$ cat config.mk
export PLATFORM = sky130hd
export DESIGN_NAME = sync_fifo
export DESIGN_NICKNAME = d
export VERILOG_FILES = /design/src/rtl/sync_fifo_pkg.sv /design/src/rtl/sync_fifo_mem.sv /design/src/rtl/sync_fifo.sv
export SDC_FILE = /design/constraint.sdc
export NUM_CORES = 1
export LEC_CHECK = 0
export ABC_AREA = 1
export CORE_UTILIZATION = 50
export DETAILED_ROUTE_END_ITERATION = 7
export GPL_ROUTABILITY_DRIVEN = 0
export GPL_TIMING_DRIVEN = 0
export MAX_ROUTING_LAYER = met4
export PLACE_DENSITY = 0.7
export REMOVE_ABC_BUFFERS = 1
export SLEW_MARGIN = 20
export SYNTH_ARGS = -nofsm -noshare
export SYNTH_HDL_FRONTEND = slang
export SYNTH_HIERARCHICAL = 1
export SYNTH_SLANG_ARGS = --single-unit
$ cat constraint.sdc
create_clock -name clk -period 3.7 [get_ports clk]
set_input_delay 0.555 -clock clk [delete_from_list [all_inputs] [get_ports clk]]
set_output_delay 0.555 -clock clk [all_outputs]
set_load 0.1 [all_outputs]
$ cat src/rtl/sync_fifo_pkg.sv
// Shared defaults for the instruction-queue FIFO and its bus interface.
package sync_fifo_pkg;
  localparam int unsigned DEF_WIDTH = 32;
  localparam int unsigned DEF_DEPTH = 8;
endpackage

$ cat src/rtl/sync_fifo_mem.sv
// depth x width register array: one synchronous write port, one registered read port.
module fifo_mem #(
  parameter int unsigned width = 32,
  parameter int unsigned depth = 8,
  localparam int unsigned AW   = $clog2(depth)
) (
  input  logic             clk,
  input  logic             rst,
  input  logic             we,
  input  logic [AW-1:0]    waddr,
  input  logic [width-1:0] wdata,
  input  logic             re,
  input  logic [AW-1:0]    raddr,
  output logic [width-1:0] rdata
);
  logic [width-1:0] mem_q [depth];
  logic [width-1:0] rdata_q;

  always_ff @(posedge clk) begin
    if (we) mem_q[waddr] <= wdata;
  end

  // Read register is the visible output word, so it alone carries the reset.
  always_ff @(posedge clk or negedge rst) begin
    if (!rst)    rdata_q <= '0;
    else if (re) rdata_q <= mem_q[raddr];
  end

  assign rdata = rdata_q;
endmodule

$ cat src/rtl/sync_fifo.sv
// Single-clock FIFO: pointers, occupancy count, flags and accept logic around fifo_mem.
module sync_fifo
  import sync_fifo_pkg::*;
#(
  parameter int unsigned width = DEF_WIDTH,
  parameter int unsigned depth = DEF_DEPTH
) (
  input  logic             clk,
  input  logic             rst,
  input  logic             read,
  input  logic             write,
  output logic             empty,
  output logic             full,
  input  logic [width-1:0] data_in,
  output logic [width-1:0] data_out
);
  localparam int unsigned AW = $clog2(depth);
  localparam int unsigned CW = AW + 1;

  logic [AW-1:0] wr_ptr_q, wr_ptr_d;
  logic [AW-1:0] rd_ptr_q, rd_ptr_d;
  logic [CW-1:0] count_q, count_d;
  logic          wr_acc, rd_acc;

  assign empty = (count_q == '0);
  assign full  = (count_q == CW'(depth));

  // A full FIFO still takes a write when a read frees the slot in the same cycle.
  assign wr_acc = write && (!full || read);
  assign rd_acc = read && !empty;

  always_comb begin
    wr_ptr_d = wr_ptr_q;
    rd_ptr_d = rd_ptr_q;
    count_d  = count_q;
    if (wr_acc) wr_ptr_d = wr_ptr_q + AW'(1);
    if (rd_acc) rd_ptr_d = rd_ptr_q + AW'(1);
    if (wr_acc && !rd_acc)      count_d = count_q + CW'(1);
    else if (rd_acc && !wr_acc) count_d = count_q - CW'(1);
  end

  always_ff @(posedge clk or negedge rst) begin
    if (!rst) begin
      wr_ptr_q <= '0;
      rd_ptr_q <= '0;
      count_q  <= '0;
    end else begin
      wr_ptr_q <= wr_ptr_d;
      rd_ptr_q <= rd_ptr_d;
      count_q  <= count_d;
    end
  end

  fifo_mem #(
    .width (width),
    .depth (depth)
  ) u_mem (
    .clk   (clk),
    .rst   (rst),
    .we    (wr_acc),
    .waddr (wr_ptr_q),
    .wdata (data_in),
    .re    (rd_acc),
    .raddr (rd_ptr_q),
    .rdata (data_out)
  );
endmodule

Word-level counts from Yosys, hierarchy flattened
Memory sizes are Yosys's and may differ from the RTL's. A register that Yosys moved wholly into a read port is not among the register bits.
Cells that the tools add are included.
- flip-flop bits (word level): 10
- RAM bits: 256
- bits of input ports: 36
- memories kept: 1
- memories (name ; words ; bits a word ; rd ports ; clocked after Yosys merged registers in ; wr ports ; line ; text):
    u_mem.mem_q ; 8 ; 32 ; 1 ; 1 ; 1 ; sync_fifo_mem.sv:16 ; logic [width-1:0] mem_q [depth];
- $add $sub $neg: 4
- equality and inequality tests: 1
- multiplexer cells: 4
- reductions and logical operators: 12
- operator list (cell ; number):
    4-bit two-way mux ; 2
    3-bit by 1-bit adder with 3-bit output (second input constant) ; 2
    1-bit zero test ; 5
    4-bit by 1-bit adder with 4-bit output (second input constant) ; 1
    4-bit == test (second input constant) ; 1
    1-bit logical AND ; 4
    4-bit zero test ; 1
    4-bit by 1-bit subtractor with 4-bit output (second input constant) ; 1
    1-bit two-way mux ; 2
    2-bit nonzero test ; 1
    1-bit logical OR ; 1

Longest topological paths before layout
- word-level depth: 8
- mapped depth: 13
- gate-level depth less buffers: 13

Hierarchy
The synthesis kept the hierarchy.
- modules (own cells, without submodules) (module ; instances ; cells each ; area each (um^2)):
    fifo_mem ; 1 ; 1132 ; 11952.7
    sync_fifo ; 1 ; 68 ; 604.3

Least setup slack after synthesis
OpenSTA, ideal clock, no wires.
- kind: reg-to-output
- start point: reg count_q[0]
- end point: out full
- data arrival time: 3389 ps
- data required time: 3145 ps
- path slack: -244 ps
- cell stages (with the launch flop): 2
- path buffers: 0
- cells stage by stage: dfrtp_1 > nor4_1
- word-level cells in the longest chain between the ends: 1
- RTL lines (element ; line ; text):
    from (decl) ; sync_fifo.sv:22 ; logic [CW-1:0] count_q, count_d;
    from (signal assigned) ; sync_fifo.sv:50 ; count_q <= count_d;
    4-bit == test ; sync_fifo.sv:26 ; assign full = (count_q == CW'(depth));
    to (decl) ; sync_fifo.sv:13 ; output logic full,
No other way between the ends.

Worst setup path after layout
Same ends and word-level chain as after synthesis.

==> impl_results.md <==
* # clock sinks at 298
* Library cell used as clock root buffer: sky130_fd_sc_hd__clkbuf_16
* Cell count after placement at 1555
* DP HPWL at 14.5 mm
* Final std cell area, no fill at 0.0148 mm²
* Unique cell type count in the Yosys netlist at 25
* Data required time of the worst path at 3140 ps
* Number of max-cap violations at 0
* Die Ht at 160 µm
* Cell with the most instances after synthesis: sky130_fd_sc_hd__nand2_1
* Placed cell area at 0.0139 mm²
* Post-route total power at 12.3 mW
* Reg2Reg Setup Slack at 1320 ps
* CTS tree: built
* Largest vdd supply drop at 0.000470 V
* Startpoint kind of the worst setup timing path: register
* Buffers inserted by post-CTS timing repair at 0
* Via count of the first global-routing pass at 7981
* Die Outline Area at 0.0258 mm²
* Placeable core region at 0.0245 mm²
* Row count at 57
* Hold violation total from the final report at 0
* Leakage power total at 6.38 nW
* Mean area per synthesized cell at 10.5 µm²
* Global-route wire length before repair at 40.5 mm
* DR DRC count at 0
* Area of the mapped netlist at 0.0126 mm²
* Insertion delay of the later-clocked pin in the worst-skew pair at 540 ps
* Count of warnings emitted by yosys at 6
* Wirelength per Cell at 16.1 µm
* Number of antenna violations at the first check in global routing at 2
* Number of H-tree levels at 1
* Number of synthesized flops with an enable pin at 256
* Pin count of the biggest net entering global routing at 67
* Max transition margin at 0.351
* Share of synthesized area occupied by flip-flops and latches at 0.696
* Total routing usage reported by global routing at 0.210
* WHS at 49.0 ps
* RSZ-0062 raised after global routing: false
* Initial standard-cell utilization of the core at 0.513
* Post-route clock skew at 13.1 ps
* Layout cells sized above 1 at 0.0654
* Number of instances in the synthesized netlist at 1200
* Hold/Removal Path Class: in -> async
* Avg Vias per Cell at 5.02
* Final net count at 1304
* Maximum buffer depth of the clock tree at 3
* Count of state elements after synthesis at 298
* Area grow syn2layout at 17.7%
* Total setup violations reported at the end of the flow at 0
* Cell types with the highest counts after synthesis: sky130_fd_sc_hd__nand2_1, sky130_fd_sc_hd__edfxtp_1, sky130_fd_sc_hd__inv_1
* Worst Setup End Kind: output pin
* Antenna Violating Nets Remaining at 0
* Final cell count without fillers at 1610
* Number of design-rule violations left by the first detailed-router iteration at 533
* Worst-path fanout max at 5
* Post-cts resize count at 0
* Cts bufs inserted at 29
* Number of iterations in the first detailed-routing pass at 5
* Final period utilization at 0.815
* I/O pin count at 70
* Clock period minus final worst setup slack at 3020 ps
* Pin slew with the least headroom to its limit at 971 ps
* Power per standard cell area at 831 mW/mm²
* Ys async rst share at 0.141
* CP arrival at 2460 ps
* Slew Viols, Final at 0
* Share of the synthesized area in the top cell type at 0.612
* Post-synthesis cell type with the largest combined area: sky130_fd_sc_hd__edfxtp_1
* Top cells by area in the synthesized netlist: sky130_fd_sc_hd__edfxtp_1, sky130_fd_sc_hd__nand2_1, sky130_fd_sc_hd__dfrtp_1
* Startpoint-to-endpoint class of the critical path: reg -> out
* Clock-pin slew on the worst setup and hold paths at 60 ps
* Result of the run: complete, no violations
* Die Width at 160 µm
* Count of filler cells inserted in the layout at 1873
* Count of hold-fix buffers inserted at cts at 0
* Leftover overflow at the end of global routing at 0
* IO buf count at 69
* Top FF cell, synth: sky130_fd_sc_hd__edfxtp_1
* Total Wirelength at 25.9 mm
* Via count of the routed design at 8085
* Max Clock Freq at 332 MHz
## metrics by stage
step | util | setup TNS [ps] | setup WS [ps]
floorplan | - | -48470 | -1510
global placement | 0.547 | -444180 | -5320
detailed placement | 0.566 | 0 | 736
CTS | 0.604 | 0 | 651
global route | 0.604 | 0 | 585
finish | 0.604 | 0 | 685
## area by class of cell
type                    instances  area [µm²]  share of cell area
well taps                     324         405              0.0274
clock buffers                  44         852              0.0576
flip-flops and latches        298        8750               0.592
repair buffers                 86        1080              0.0730
multi-input cells             639        2840               0.192
inverters                     208         788              0.0533
diodes                          2        5.00            0.000339
clock inverters                 9        72.6             0.00491
## critical path, stage by stage (launching register included)
cell and delay (ps):
sky130_fd_sc_hd__dfrtp_1 470, sky130_fd_sc_hd__nor4_1 280, sky130_fd_sc_hd__clkdlybuf4s50_1 1170
## path summary, 6_finish.rpt
check,start,endpoint,cells after the start
setup / recovery,count_q[0]$_DFFE_PN0P_,full,2
hold / removal,rst,u_mem/rdata[9]$_DFFE_PN0P_,1
setup reg to reg,count_q[0]$_DFFE_PN0P_,u_mem/rdata[25]$_DFFE_PN0P_,7
hold reg to reg,u_mem/rdata[6]$_DFFE_PN0P_,u_mem/rdata[6]$_DFFE_PN0P_,2
max in group asynchronous,rst,rd_ptr_q[1]$_DFFE_PN0P_,1
min in group clk,u_mem/rdata[6]$_DFFE_PN0P_,u_mem/rdata[6]$_DFFE_PN0P_,2
## cell usage in the layout, fill, tap and decap left out, types with 6 or more instances in the layout
cell type,count
sky130_fd_sc_hd__buf_12,7
sky130_fd_sc_hd__clkbuf_8,7
sky130_fd_sc_hd__nor2_4,9
sky130_fd_sc_hd__inv_1,203
sky130_fd_sc_hd__clkbuf_1,8
sky130_fd_sc_hd__clkinv_2,6
sky130_fd_sc_hd__edfxtp_1,256
sky130_fd_sc_hd__clkdlybuf4s50_1,68
sky130_fd_sc_hd__clkbuf_16,29
sky130_fd_sc_hd__buf_16,8
sky130_fd_sc_hd__nand3_1,196
sky130_fd_sc_hd__nand2_1,412
sky130_fd_sc_hd__dfrtp_1,39
## layer usage
metal,vias to the layer above,GRT usage,routed length [µm],share of wire
met1,3781,0.245,10600,0.41
met3,63,0.0320,1640,0.063
met2,259,0.370,12900,0.50
met4,0,0.0749,711,0.028
met5,-,-,0,0
li1,3982,-,-,-
## cells by family after synthesis
| kind of cell | synth area share |
|---|---|
| compound gates | 0.000796 |
| fa+ha+maj | 0.00658 |
| xor+xnor | 0.00349 |
| flops | 0.696 |
| simple gates | 0.210 |
| buf+inv | 0.0831 |
## power breakdown
| group | total (mW) | internal, mW | switching [mW] |
|---|---|---|---|
| Clock | 2.80 | 1.65 | 1.16 |
| Sequential | 4.62 | 4.26 | 0.352 |
| Combinational | 4.86 | 1.36 | 3.50 |
## registers in the layout, summed over array words and instances (netlist names)
name         flops
u_mem/mem_q    256
u_mem/rdata     32
count_q          4
rd_ptr_q         3
wr_ptr_q         3
Power figures use the tool's default switching activity.
